[config.mk]
export PLATFORM = sky130hd
export DESIGN_NAME = gray_ptr_receiver
export DESIGN_NICKNAME = d
export VERILOG_FILES = /design/src/rtl/fifo_ptr_pkg.sv /design/src/rtl/gray_to_bin.sv /design/src/rtl/gray_ptr_receiver.sv
export SDC_FILE = /design/constraint.sdc
export NUM_CORES = 1
export LEC_CHECK = 0
export ABC_AREA = 0
export CAP_MARGIN = 25
export CORE_MARGIN = 8
export CORE_UTILIZATION = 49
export CTS_BUF_LIST = sky130_fd_sc_hd__clkbuf_16
export DETAILED_ROUTE_END_ITERATION = 12
export PLACE_DENSITY_LB_ADDON = 0.25
export SETUP_SLACK_MARGIN = 0.05
export SLEW_MARGIN = 20
export SYNTH_ARGS = -nofsm -noshare
export SYNTH_HDL_FRONTEND = slang
export SYNTH_SLANG_ARGS = --single-unit
export TNS_END_PERCENT = 30
[constraint.sdc]
create_clock -name clk -period 5.3 [get_ports clk]
set_clock_uncertainty 0.15 [all_clocks]
set_input_delay 0.53 -clock clk [delete_from_list [all_inputs] [get_ports clk]]
set_output_delay 0.53 -clock clk [all_outputs]
set_load 0.1 [all_outputs]
[src/rtl/fifo_ptr_pkg.sv]
// Shared pointer helpers for the async FIFO pointer path: gray decode, popcount, depth.
// Pure functions and constants; no state, no latency.
package fifo_ptr_pkg;

  localparam int unsigned PTR_MAX_W = 32;
  localparam int unsigned PTR_WIDTH = 8;
  localparam int unsigned DEPTH     = 2 ** (PTR_WIDTH - 1);

  // Zero-extended inputs decode correctly because leading zeros leave the prefix XOR unchanged.
  function automatic logic [PTR_MAX_W-1:0] gray2bin(input logic [PTR_MAX_W-1:0] g);
    logic [PTR_MAX_W-1:0] b;
    b[PTR_MAX_W-1] = g[PTR_MAX_W-1];
    for (int i = PTR_MAX_W - 2; i >= 0; i--) begin
      b[i] = b[i+1] ^ g[i];
    end
    return b;
  endfunction

  function automatic logic [5:0] popcount(input logic [PTR_MAX_W-1:0] v);
    logic [5:0] n;
    n = '0;
    for (int i = 0; i < PTR_MAX_W; i++) begin
      n = n + {5'd0, v[i]};
    end
    return n;
  endfunction

  function automatic int unsigned depth_of(input int unsigned w);
    return 32'd1 << (w - 1);
  endfunction

endpackage

[src/rtl/gray_to_bin.sv]
// Combinational gray-to-binary decoder, WIDTH <= 32.
// Zero latency; no flow control.
module gray_to_bin
  import fifo_ptr_pkg::*;
#(
  parameter int unsigned WIDTH = 8
) (
  input  logic [WIDTH-1:0] gray_i,
  output logic [WIDTH-1:0] bin_o
);

  logic [PTR_MAX_W-1:0] gray_ext;
  logic [PTR_MAX_W-1:0] bin_ext;

  assign gray_ext = PTR_MAX_W'(gray_i);
  assign bin_ext  = gray2bin(gray_ext);
  assign bin_o    = bin_ext[WIDTH-1:0];

endmodule

[src/rtl/gray_ptr_receiver.sv]
// Synchronises a remote gray pointer, decodes it and derives fill level / empty flags.
// bin_sync lags a stable gray_in by SYNC_STAGES+1 edges; no handshake, remote must step one bit at a time.
module gray_ptr_receiver
  import fifo_ptr_pkg::*;
#(
  parameter int unsigned WIDTH       = 8,
  parameter int unsigned SYNC_STAGES = 2,
  parameter int unsigned AE_THRESH   = 2
) (
  input  logic             clk,
  input  logic             rst_n,
  input  logic [WIDTH-1:0] gray_in,
  input  logic [WIDTH-1:0] local_ptr,
  output logic [WIDTH-1:0] bin_sync,
  output logic [WIDTH-1:0] level,
  output logic             empty,
  output logic             almost_empty,
  output logic             ptr_upd,
  output logic             ptr_err
);

  localparam logic [WIDTH:0]   DEPTH_W = (WIDTH + 1)'(depth_of(WIDTH));
  localparam logic [WIDTH-1:0] AE_W    = WIDTH'(AE_THRESH);

  logic [SYNC_STAGES-1:0][WIDTH-1:0] sync_q;
  logic [SYNC_STAGES-1:0][WIDTH-1:0] sync_d;
  logic [WIDTH-1:0]                  gray_last_q;
  logic [WIDTH-1:0]                  gray_last_d;
  logic                              ptr_upd_q;
  logic                              ptr_upd_d;
  logic                              ptr_err_q;
  logic                              ptr_err_d;
  logic                              multi_bit;
  logic                              overrun;

  genvar g;
  generate
    for (g = 0; g < SYNC_STAGES; g++) begin : g_sync
      if (g == 0) begin : g_first
        assign sync_d[g] = gray_in;
      end else begin : g_next
        assign sync_d[g] = sync_q[g-1];
      end
    end
  endgenerate

  // Stage-to-stage compare sees what gray_last is about to load, so errors land on that same edge.
  assign multi_bit   = popcount(PTR_MAX_W'(sync_q[SYNC_STAGES-1] ^ gray_last_q)) > 6'd1;
  assign overrun     = {1'b0, level} > DEPTH_W;
  assign gray_last_d = sync_q[SYNC_STAGES-1];
  assign ptr_upd_d   = sync_q[SYNC_STAGES-1] != gray_last_q;
  assign ptr_err_d   = ptr_err_q | multi_bit | overrun;

  always_ff @(posedge clk or negedge rst_n) begin
    if (!rst_n) begin
      sync_q      <= '0;
      gray_last_q <= '0;
      ptr_upd_q   <= 1'b0;
      ptr_err_q   <= 1'b0;
    end else begin
      sync_q      <= sync_d;
      gray_last_q <= gray_last_d;
      ptr_upd_q   <= ptr_upd_d;
      ptr_err_q   <= ptr_err_d;
    end
  end

  gray_to_bin #(.WIDTH(WIDTH)) u_decode (
    .gray_i (gray_last_q),
    .bin_o  (bin_sync)
  );

  assign level        = bin_sync - local_ptr;
  assign empty        = level == '0;
  assign almost_empty = level <= AE_W;
  assign ptr_upd      = ptr_upd_q;
  assign ptr_err      = ptr_err_q;

endmodule

==> results of run 1 <==
worst paths after layout:
check | start | end
worst max-delay path | gray_last_q[6] | almost_empty
worst max register to register | gray_last_q[1] | ptr_err
worst min-delay path | rst_n | gray_last_d[6]
min in group clk | sync_d[13] | gray_last_d[5]
worst min register to register | sync_d[13] | gray_last_d[5]
max in group asynchronous | rst_n | gray_last_q[0]
power breakdown:
part,internal [uW],leakage (uW),total [uW],switching [uW]
registers,208,0.000297,216,7.94
clock network,150,0.0000511,211,61.5
logic,222,0.000617,782,560
routing by layer:
layer,part of all wire [%],vias up
li1,-,542
met1,39,547
met2,56,28
met3,3.5,4
met4,1.1,0
met5,0,-
registers in the layout, indices dropped and copies added, names as in the netlist:
register	count
gray_last_d	8
gray_last_q	8
sync_d	8
ptr_err	1
ptr_upd	1
timing repair:
action,CTS,global route
gates resized for setup,0,1
setup endpoints to repair,0,2
buffers inserted,0,1
metrics by stage:
| step | cells | instance area, um2 | setup slack [ns] | setup TNS (ns) | hold slack (ns) |
|---|---|---|---|---|---|
| after floorplan | 136 | 1660 | -1.20 | -3.99 | 0.0844 |
| after global placement | 214 | 2070 | 0.508 | 0 | 0.182 |
| after detailed placement | 214 | 2070 | 0.408 | 0 | 0.185 |
| after CTS | 218 | 2180 | 0.119 | 0 | 0.199 |
| after global routing | 219 | 2190 | 0.0729 | 0 | 0.155 |
| final | 219 | 2190 | 0.285 | 0 | 0.0952 |
critical path, cell delays in order (launching register included):
cell,delay [ns]
sky130_fd_sc_hd__dfrtp_1,0.39
sky130_fd_sc_hd__xor3_4,0.57
sky130_fd_sc_hd__xor2_4,0.22
sky130_fd_sc_hd__xnor2_2,0.20
sky130_fd_sc_hd__xor2_2,0.14
sky130_fd_sc_hd__buf_4,0.16
sky130_fd_sc_hd__bufinv_8,0.18
sky130_fd_sc_hd__xnor3_1,0.19
sky130_fd_sc_hd__ha_1,0.17
sky130_fd_sc_hd__inv_1,0.06
sky130_fd_sc_hd__fa_2,0.39
sky130_fd_sc_hd__a211oi_2,0.22
sky130_fd_sc_hd__or4b_4,0.17
sky130_fd_sc_hd__o2111ai_4,0.11
sky130_fd_sc_hd__a211o_4,0.33
sky130_fd_sc_hd__a2111oi_4,0.33
sky130_fd_sc_hd__buf_12,0.22
area by class of cell:
type	instances	area, um2	share of cell area (%)
multi-input cells	88	918	42.0
flip-flops and latches	26	651	29.7
repair buffers	38	373	17.0
inverters	19	85.1	3.89
clock buffers	3	75.1	3.43
well taps	44	55.1	2.52
clock inverters	1	30.0	1.37
kinds of logic (layout without fill, tap and decap cells):
| logic type | count (synthesis) | in the layout | share of synthesized area [%] |
|---|---|---|---|
| adders and majority gates | 16 | 16 | 15.3 |
| buffers and inverters | 22 | 61 | 5.64 |
| and+or+nand+nor | 24 | 24 | 8.78 |
| xor gates and xnor gates | 20 | 20 | 15.6 |
| DFF | 26 | 26 | 41.9 |
| AOI/OAI and AO/OA | 28 | 28 | 12.8 |
cell usage after synthesis (2+ instances only):
master | count | area [um2]
sky130_fd_sc_hd__dfrtp_1 | 26 | 651
sky130_fd_sc_hd__inv_1 | 18 | 67.6
sky130_fd_sc_hd__ha_1 | 11 | 138
sky130_fd_sc_hd__xnor2_1 | 10 | 87.6
sky130_fd_sc_hd__o21ai_0 | 6 | 30.0
sky130_fd_sc_hd__fa_1 | 5 | 100
sky130_fd_sc_hd__nor2_1 | 5 | 18.8
sky130_fd_sc_hd__a21oi_1 | 4 | 20.0
sky130_fd_sc_hd__nand2_1 | 4 | 15.0
sky130_fd_sc_hd__nor2b_1 | 4 | 25.0
sky130_fd_sc_hd__xor2_1 | 4 | 35.0
sky130_fd_sc_hd__a21o_1 | 3 | 22.5
sky130_fd_sc_hd__a31oi_1 | 3 | 18.8
sky130_fd_sc_hd__a211o_1 | 2 | 17.5
sky130_fd_sc_hd__nor3b_1 | 2 | 15.0
sky130_fd_sc_hd__or3_1 | 2 | 12.5
sky130_fd_sc_hd__xnor3_1 | 2 | 45.0
sky130_fd_sc_hd__xor2_2 | 2 | 32.5
==> results summary, run 1 <==
After layout, the minimum clock period comes to 5.02 ns. CTS built an H-tree with a depth of 1. The worst reg2reg path depth is 13.

The sequential area share after synthesis is 41.9%. The number of placement rows is 20. For met1 alone, demand over resource in global routing was between 10% and 20%.

The leakage dissipation is 0.000966 uW. The die covers between 5000 and 6000 um2. After layout, the worst path uses a little over nine tenths of the clock period.

The number of nets in the synthesized netlist is 170. For this configuration, the core starts out at a cell density of 51.3%. The number of warnings issued by yosys is 0. TritonCTS built the clock tree.

The number of max-cap violations is 0. The tree built by TritonCTS fans out to 26 sinks. The worst setup path is of the reg -> out kind. Entering global routing, the biggest net connects 27 pins.

The number of enable flip-flop cells after synthesis is 0. The highest clock frequency the design can meet came out at 199 MHz. The flow ran to the end, and the final reports show no timing, DRC or antenna violations.

For the pin with the worst max-slew slack, the measured transition is 1.00 ns. The source-to-sink clock delay at the later pin of the worst-skew pair came out at about 0.25 ns. The final design utilization came out at just over 70%. The library cells used most frequently in the layout, excluding fill and tap cells, are 26 x sky130_fd_sc_hd__dfrtp_1, 26 x sky130_fd_sc_hd__clkdlybuf4s50_1, 18 x sky130_fd_sc_hd__inv_1.

The total area inside the core boundary comes to 3030 um2. The post-cts hold buffer count came out at 0. The number of distinct library cell variants in the gate-level netlist after synthesis is 41. The final number of setup-violating endpoints came out at 0. For met2 alone, demand over resource in global routing was around a quarter.

Setup repair after global routing left no endpoint under its margin. The count of TritonRoute iterations in the first routing pass came out at 4. Summing over every cut layer, the via total after detailed routing is approximately 1100. The number of antenna violations at the first check in global routing is 0. Of the cells placed in the final design, the portion with a size suffix greater than 1 is 17.7%. The share of flip-flops with an asynchronous set or reset came out at 100%. The remaining global-route overflow came out at 0. After clock tree synthesis, the clock-pin slew on the worst setup and hold paths is 0.06 ns.

The residual antenna-violating net count after detailed routing is 0. The worst setup path is launched from a flop. The height of the chip came out at a little over 70 um. The total routing usage reported by global routing is between 10% and 20%. The maximum clock insertion buffer count came out at 2. The power density over the cells came out at between 500 and 600 nW/um2. The final weighted congestion in routability-driven placement is about 0.84.

The cell area that synthesis handed to floorplanning was roughly 1600 um2. The worst setup path is captured at a primary output. The cell sitting at the root of the clock tree is a sky130_fd_sc_hd__clkbuf_16. The net count of the finished layout is between 200 and 250. The maximum fanout along the worst path is 5. The hold violation count in the final report came out at 0. VDD sags by at most between 0.3 and 0.4 mV.

The data required time at the worst endpoint is 4.62 ns. The overall routed net length came out at between 3000 and 4000 um. The instance count of the mapped netlist is between 100 and 150. The register-to-register setup slack is just over 0.9 ns. The final total power is around 1200 uW. Counting flops and latches in the post-synthesis netlist gives 26.

The overall die width is 72.3 um. Fill cells in the final layout number between 200 and 250. The synthesis-to-finish area growth came out at 40.9%. The most used routing layer is met2. The global-route wire length before repair came out at 5370 um. The data arrival time at the worst-slack endpoint is between 4 and 5 ns. The DRC violations left came out at 0. The number of I/O port buffers is 37.

Dividing the detail-routed via count by the number of cells gives 5.12. In this run the tightest slew margin relative to its limit is ~33%. The number of diodes added for antenna fixing came out at 0.

The half-perimeter wire length after detailed placement is between 2000 and 3000 um. 38 I/O pins were placed. The routed length per placed instance is 14.9 um.

The most frequently used flop master after synthesis is sky130_fd_sc_hd__dfrtp_1. The number of DRC violations after detailed-routing iteration 0 is 71. The max-slew violation count came to 0. The number of global-route vias before repair is 1136. Global routing consumed, on the met3 layer, 2.48% of the routing resources.

The post-synthesis area per instance is 11.4 um2. The tightest min-delay check is of the in -> async type. Counting the buffers created by CTS gives 3.
No activity file was read; power rests on OpenSTA's default activity.
==> run 2: changes to the inputs <==
Settings changed: CORE_UTILIZATION 49 to 60, DONT_BUFFER_PORTS set to 1, SLEW_MARGIN 20 to unset.
==> run 2 against run 1 <==
Net effect:
- the flow now stops in global routing (5_1_grt)
- area after synthesis stayed put
- synthesized cell count stayed put
==> results summary, run 2 <==
The flow did not finish. The flow stopped in global routing (5_1_grt). The first error in the log reads "[ERROR DPL-0033] detailed placement checks failed during check placement". Sorting the synthesized cells by area gives the leading types as sky130_fd_sc_hd__dfrtp_1 42%, sky130_fd_sc_hd__ha_1 8.9%, sky130_fd_sc_hd__fa_1 6.4%, sky130_fd_sc_hd__xnor2_1 5.6%, sky130_fd_sc_hd__inv_1 4.4%. The largest total area in the synthesized netlist belongs to sky130_fd_sc_hd__dfrtp_1.

The instance count of the mapped netlist is 136 (unchanged). The number of I/O port buffers is 0 (-100%). The share of flip-flops with an asynchronous set or reset came out at 100% (unchanged).

The number of nets in the synthesized netlist came out at 170 (unchanged). The number of warnings issued by yosys is 0 (unchanged). The number of antenna violations at the first check in global routing came out at 0.

The pin count of the biggest net entering global routing is 27. The number of sinks handled by clock tree synthesis came out at 26 (unchanged). The number of buffers created by CTS is 3 (unchanged). The sequential area share after synthesis came out at 41.9% (unchanged). The root cell of the clock tree is sky130_fd_sc_hd__clkbuf_16. The number of enable flip-flop cells after synthesis came out at 0 (unchanged). The I/O pin count came to 38 (unchanged). The library cell with the highest instance count after synthesis is sky130_fd_sc_hd__dfrtp_1. The worst endpoint after global-route timing repair is almost_empty. The half-perimeter wire length after detailed placement was 2690 um (+1.0%).

The final weighted congestion in routability-driven placement came out at 0.852 (+1.9%). The post-placement cell area is 1910 um2 (-7.7%). The number of synthesized register bits came to 26 (unchanged). The overall die width is 66.9 um (-7.5%).

For this run, the leading register cell type out of synthesis is sky130_fd_sc_hd__dfrtp_1. The commonest cells after synthesis are 26 x sky130_fd_sc_hd__dfrtp_1, 18 x sky130_fd_sc_hd__inv_1, 11 x sky130_fd_sc_hd__ha_1. The starting utilization of the core area came out at 63.3% (+12 points). The post-synthesis area per instance came out at 11.4 um2 (unchanged).

The number of placement rows came out at 18 (-10%). The height of the chip came out at 66.9 um (-7.5%). The maximum clock insertion buffer count is 2 (unchanged).

After the last repair the worst path ends at a top-level output. The cell area after synthesis came out at 1550 um2 (unchanged). The fraction of synthesized cell area taken by the top area cell type came out at 41.9% (unchanged). The level count of the clock H-tree is 1 (unchanged). The number of distinct library cell variants in the gate-level netlist after synthesis is 41 (unchanged).
## run 2: cell counts after synthesis
No cell type changed its count.
## run 2: per-stage QoR
stage,worst slack [ns],hold WS [ns],cells
3_5_place_dp,0.472,0.0849,181
3_3_place_gp,0.573,0.0850,181
2_1_floorplan,-1.20,0.0844,136
4_1_cts,0.156,0.145,185
## run 2: cells by family after synthesis
kind of cell | Yosys count | share of synthesized area (%)
buffers and inverters | 22 | 5.64
flip-flops | 26 | 41.9
XOR/XNOR | 20 | 15.6
AO/OA/AOI/OAI | 28 | 12.8
adder cells (fa/ha/maj) | 16 | 15.3
AND/OR/NAND/NOR | 24 | 8.78
## run 2: timing repair
item                      in CTS
hold endpoints to repair      26
buffers inserted               0
hold buffers                   1
resized for setup              0
==> run 3: changes to the inputs <==
Settings changed: CORE_UTILIZATION 60 to 40, CTS_BUF_LIST sky130_fd_sc_hd__clkbuf_16 to unset, PLACE_DENSITY_LB_ADDON 0.25 to 0.15, SETUP_SLACK_MARGIN 0.05 to unset.
==> run 3 against run 2 <==
Net effect:
- the flow now finishes without violations
==> results summary, run 3 (synthesis results as in run 1) <==
The number of gates resized after cts came out at 0 (unchanged). The layout has 317 filler cells. Across the VDD grid, the largest voltage drop is between 0.2 and 0.25 mV.

Of the cells placed in the final design, the portion with a size suffix greater than 1 is between 20% and 30%. The highest clock frequency the design can meet is ~200 MHz. The hold violation count in the final report came to 0. The setup slack at placement came out at 0.394 ns (-0.0778 ns). The maximum clock insertion buffer count was 2 (unchanged).

The actual slew at the worst max-slew pin is roughly 0.89 ns. The critical path's largest stage delay is 0.57 ns. The number of global-route vias before repair is ~1100. The remaining global-route overflow came out at 0. The critical path in this run is classified as reg -> out. The half-perimeter wire length after detailed placement came out at 2580 um (-4.2%). The slowest stage of the critical path is the sky130_fd_sc_hd__xor3_4 cell.

The end of the worst register-to-register path is ptr_err. The total routing usage reported by global routing came out at roughly a tenth. Walking the worst path, the cells encountered are xor3_4, xor2_4, xnor2_2, xor2_2, bufinv_8, xnor3_1, ha_1, inv_1, fa_2, a211oi_2, o21ai_0, o2111ai_4, a211o_1, a2111oi_4, buf_16. The path class of the tightest hold or removal check is in -> reg. The type of origin of the critical path is a flop.

The via count of the routed design is roughly 1000. The max-slew violation count is 0. The number of buffers created by CTS came out at 3 (unchanged).

The final number of setup-violating endpoints is 0. The final worst hold slack came out at around 0.15 ns. The final total power is around 1100 uW.

Summed over all layers, the routed wires come to between 2000 and 3000 um. The worst setup path is captured at a primary output. The number of buffers and inverters on the critical path came out at 3. The post-CTS setup buffer count is 0 (unchanged). The level count of the clock H-tree came out at 1 (unchanged). The minimum period implied by the final worst setup slack came out at 5.08 ns. The number of I/O port buffers is 0 (unchanged). The I/O pin count is 38 (unchanged). The register-to-register setup slack came out at 0.93 ns. The overall die width came out at 78.3 um (+17%). The maximum fanout along the worst path came out at 5. The total number of nets in the final design is 192. The starting utilization of the core area was 42.1% (-21 points). The floorplan step defined a die boundary enclosing 6130 um2.

The number of placement rows is 22 (+4). The worst hold path terminates at sync_d[15]. The pin count of the biggest net entering global routing came out at 27. TritonCTS built the clock tree.

The number of sinks handled by clock tree synthesis is 26 (unchanged). For this design the static power due to leakage is a little over 0.0009 uW. The worst hold path begins at gray_in[7]. The CTS clock-pin slew for the worst setup and hold paths came out at roughly 0.08 ns. The run finished with clean final reports. Using the TritonRoute via totals, the vias-per-cell ratio works out to 5.00.

The residual antenna-violating net count after detailed routing is 0. The power density over the cells is about 550 nW/um2. Across all setup checks in the final design, the least slack found is roughly 0.22 ns. The data required time at the worst endpoint is 4.62 ns. The final cycle utilization of the critical path came out at around 96%. In this run the standard cell core region covers 3690 um2. The DRC violations left is 0. The synthesis-to-finish area growth came out at 30.1%.

The first TritonRoute pass finished after 4 iterations. Setup repair after global routing left no endpoint under its margin. The tightest slew margin relative to the limit came out at 40.4%. The number of DRC violations after detailed-routing iteration 0 came out at 36. Leaving out fill and tap cells, the most frequent cell in the layout is sky130_fd_sc_hd__dfrtp_1. The reg-to-reg startpoint is gray_last_q[1]. The height of the chip came out at 78.3 um (+17%).

The library cells used most frequently in the layout, excluding fill and tap cells, are 26 x sky130_fd_sc_hd__dfrtp_1, 18 x sky130_fd_sc_hd__inv_1, 13 x sky130_fd_sc_hd__buf_4. The kind of cell with the highest combined delay along the critical path is XOR/XNOR gates. Once layout is complete, the utilization of the core stands at 54.7%. The number of antenna violations at the first check in global routing is 0. The later pin in the worst-skew pair is clocked with a latency of around 0.26 ns.

Across the run, the number of max-cap violations was 0. The final weighted congestion in routability-driven placement came to 0.841 (-1.2%). The final-layout setup total negative slack is 0 ns. Counting instances, the worst hold path has a depth of 0.

The worst reg2reg path depth came out at 13. The critical path runs through a total of 15 cells. The global-route wire length before repair is roughly 5000 um. The number of antenna diodes in the final layout is 0.

The root cell of the clock tree is sky130_fd_sc_hd__clkbuf_8. The data arrival time at the worst-slack endpoint came out at around 4.4 ns. The routed length per placed instance came out at about 15 um.
run 3: per-layer routing:
metal	track usage (%)	part of all wire (%)	vias to the layer above
li1	-	-	502
met1	10.9	42	491
met2	17.6	51	24
met3	2.62	5.8	2
met4	3.89	0.57	0
met5	0	0	-
run 3: worst max-delay path by stage:
stage                   startpoint           end
floorplan           gray_last_q[6]  almost_empty
global placement    gray_last_q[6]  almost_empty
detailed placement  gray_last_q[6]  almost_empty
CTS                 gray_last_q[6]  almost_empty
global route        gray_last_q[6]  almost_empty
finish              gray_last_q[6]  almost_empty
run 3: timing repair:
item	in CTS	in global routing
endpoints found under the setup margin	0	1
endpoints found under the hold margin	26	0
hold buffers	1	0
run 3: layout make-up:
class / instances / area [um2] / area share, %
Inverter: 19 / 85.1 / 4.21
Clock buffer: 3 / 41.3 / 2.04
Sequential cell: 26 / 651 / 32.2
Timing Repair Buffer: 20 / 243 / 12.0
Multi-Input combinational cell: 88 / 940 / 46.5
Tap cell: 48 / 60.1 / 2.97
run 3: through the flow:
step | instances | instance area, um2
2_1_floorplan | 136 | 1660
3_3_place_gp | 199 | 1940
3_5_place_dp | 199 | 1940
4_1_cts | 203 | 1990
5_1_grt | 204 | 2020
6_report | 204 | 2020
run 3: power by group:
| group | leakage (uW) | total (uW) | internal [uW] | switching [uW] |
|---|---|---|---|---|
| clock | 0.0000216 | 101 | 50.6 | 50.1 |
| sequential | 0.000297 | 215 | 208 | 7.62 |
| combinational | 0.000587 | 804 | 243 | 561 |
| total | 0.000906 | 1120 | 501 | 619 |
==> run 4: changes to the inputs <==
Settings changed: MAX_ROUTING_LAYER set to met4, REMOVE_ABC_BUFFERS set to 1.
==> run 4 against run 3 <==
Net effect:
- critical path type unchanged
- flip-flop and latch count did not move
- final cell count increased by 0.98%
- first-iteration DRC count rose by 110%
- register-to-register slack barely moved
- via count is 4.6% higher
- fmax increased by 3.3%
- clock power is 22% higher
- non-clock buffer count rose by 1
- worst setup slack better by 0.16 ns
==> results summary, run 4 (synthesis results as in run 1) <==
The hold violation count in the final report was 0 (unchanged). The multi-input logic area came out at 871 um2 (-7.3%). The flow ran to the end, and the final reports show no timing, DRC or antenna violations. The critical path in this run is classified as reg -> out. The pin count of the biggest net entering global routing came out at 27 (unchanged). The critical path's largest stage delay came to 0.48 ns (-0.09 ns). The number of placed instances with taps included came to 199 (unchanged). The final weighted congestion in routability-driven placement was 0.941 (+12%).

The routed length per placed instance is 15.3 um (+4.6%). The post-placement cell area was 1860 um2 (-4.0%). In the layout the commonest cells are 26 x sky130_fd_sc_hd__dfrtp_1, 18 x sky130_fd_sc_hd__inv_1, 14 x sky130_fd_sc_hd__buf_4. The register cell area after layout was 651 um2 (unchanged).

The highest ir drop seen on vdd is 0.251 mV (+17%). The overall routed net length is 3150 um (+5.7%). The power density over the cells came out at 571 nW/um2 (+3.0%). The library cell used most frequently in the layout, excluding fill and tap cells, is sky130_fd_sc_hd__dfrtp_1. The total routing usage reported by global routing is 11.4% (+1.5 points). For this design, the slowest cell found on the critical path is sky130_fd_sc_hd__fa_1. The number of fillers in the final layout was 345 (+8.8%). The number of DRC violations after detailed-routing iteration 0 came out at 77 (+110%). The level count of the clock H-tree is 1 (unchanged).

The full die area was 6130 um2 (unchanged). The synthesis-to-finish area growth is 25.9%. The DRC violations left is 0 (unchanged). The max-slew violation count was 0 (unchanged). The height of the chip came out at 78.3 um (unchanged). The number of diodes added for antenna fixing came out at 0 (unchanged). The post-layout instance area is 1960 um2 (-3.2%). The most numerous cell type found on the critical path is sky130_fd_sc_hd__xor2_2. Setup repair after global routing left no endpoint under its margin. The leakage dissipation is 0.000896 uW (-1.1%).

The highest clock frequency the design can meet is 203 MHz (+3.3%). The minimum period implied by the final worst setup slack is 4.92 ns (-0.160 ns). The I/O pin count came to 38 (unchanged). The number of buffers created by CTS was 3 (unchanged). The residual antenna-violating net count after detailed routing is 0 (unchanged). The share of post-route cells with drive strength above 1 came out at 25.3% (-0.32 points). The routed via count divided by cell count is 5.17 (+3.6%). The worst setup path is captured at a primary output. The data required time at the worst endpoint came to 4.62 ns (about the same).

The number of antenna violations at the first check in global routing came out at 0 (unchanged). The half-perimeter wire length after detailed placement is 2690 um (+4.3%). The data arrival time at the worst-slack endpoint came out at 4.24 ns (-0.16 ns). TritonCTS built the clock tree. The total number of nets in the final design came to 193 (+0.52%).

The signal on the critical path passes through xor3_2, xor2_2, xnor2_2, xor2_2, inv_2, xnor3_1, ha_1, inv_1, fa_1, a211oi_1, or4b_2, o2111ai_2, a211o_1, a2111oi_2, clkbuf_16. The starting utilization of the core area is 42.1% (unchanged). The tightest slew margin relative to the limit is 38.5% (-1.9 points). The number of max-cap violations came to 0 (unchanged).

The count of TritonRoute iterations in the first routing pass is 4 (unchanged). The count of non-filler cells in the finished layout came to 206 (+0.98%). The maximum fanout along the worst path is 5 (unchanged). Clock tree synthesis selected as its root buffer the cell sky130_fd_sc_hd__clkbuf_8. The final number of setup-violating endpoints is 0 (unchanged). The number of sinks handled by clock tree synthesis is 26 (unchanged).

The source-to-sink clock delay at the later pin of the worst-skew pair came out at 0.27 ns (about the same). The CTS clock-pin slew for the worst setup and hold paths came out at 0.08 ns (about the same). The actual slew at the worst max-slew pin came out at 0.923 ns (+0.0284 ns). The number of I/O port buffers came out at 0 (unchanged). The global-route wire length before repair is 5550 um (+12%).

The maximum clock insertion buffer count came out at 2 (unchanged). The number of global-route vias before repair is 1145 (+5.8%). The worst reg2reg path depth came out at 13 (unchanged). The via count of the routed design is 1066 (+4.6%). The overall die width is 78.3 um (unchanged). The remaining global-route overflow was 0 (unchanged). The tightest min-delay check is of the in -> reg type. The number of placement rows came out at 22 (unchanged). STA classifies the critical path startpoint as a flop. The area of the placeable core came out at 3690 um2 (unchanged). The hold path depth is 0 (unchanged). The final cycle utilization of the critical path is 92.8% (-3.0 points).
## run 4: cell types whose count changed in the layout (fill, tap and decap cells not counted), sizes merged
cell / previous run / this run
inv: 18 / 19
bufinv: 1 / 0
clkbuf: 3 / 5
## run 4: area by class of cell
| cell class | count | share of cell area [%] |
|---|---|---|
| well taps | 48 | 3.07 |
| inverters | 19 | 3.65 |
| repair buffers | 21 | 12.7 |
| multi-input cells | 88 | 44.5 |
| clock buffers | 4 | 2.82 |
| flip-flops and latches | 26 | 33.3 |
## run 4: routing by layer
metal	vias up	global-route usage [%]	part of all wire, %
met2	41	19.1	51
met5	-	-	0
met1	511	12.7	41
met4	0	5.00	2.2
met3	12	2.73	6.2
li1	502	-	-
## run 4: report_power, final
part,internal (uW),switching (uW)
sequential,207,6.93
clock,66.4,56.7
combinational,227,553
total,501,616
## run 4: metrics by stage
| step | hold slack [ns] | power [uW] | setup WS [ns] | utilization (%) | setup TNS, ns |
|---|---|---|---|---|---|
| 6_report | 0.132 | 1120 | 0.381 | 53.0 | 0 |
| 5_1_grt | 0.118 | 1180 | 0.135 | 53.0 | 0 |
| 4_1_cts | 0.125 | 1130 | 0.226 | 52.8 | 0 |
| 3_5_place_dp | 0.0851 | 994 | 0.553 | 50.5 | 0 |
| 3_3_place_gp | 0.0851 | 977 | 0.737 | 50.5 | 0 |
| 2_1_floorplan | 0.0844 | 790 | -7.54 | - | -33.15 |
## run 4: worst paths after layout
path	startpoint	endpoint	slack [ns]
max	gray_last_q[5]	almost_empty	0.38
min	gray_in[7]	sync_d[15]	0.13
min reg2reg	sync_d[9]	gray_last_d[1]	0.20
min in group asynchronous	rst_n	sync_d[15]	0.53
max reg2reg	gray_last_q[1]	ptr_err	0.92
max in group asynchronous	rst_n	gray_last_q[1]	4.32
## run 4: critical path: cells and delay by family, from the launching register on
family | cells | cell delay [ns]
compound gates | 4 | 1.09
xor+xnor | 5 | 1.21
fa+ha+maj | 2 | 0.66
buf+inv | 3 | 0.41
flops | 1 | 0.41
simple gates | 1 | 0.18
## run 4: repair_timing
| item | CTS | global route |
|---|---|---|
| hold buffers | 2 | 0 |
| hold endpoints to repair | 26 | 0 |
| buffers inserted | 0 | 1 |
| resized for setup | 0 | 0 |
| setup endpoints to repair | 0 | 1 |
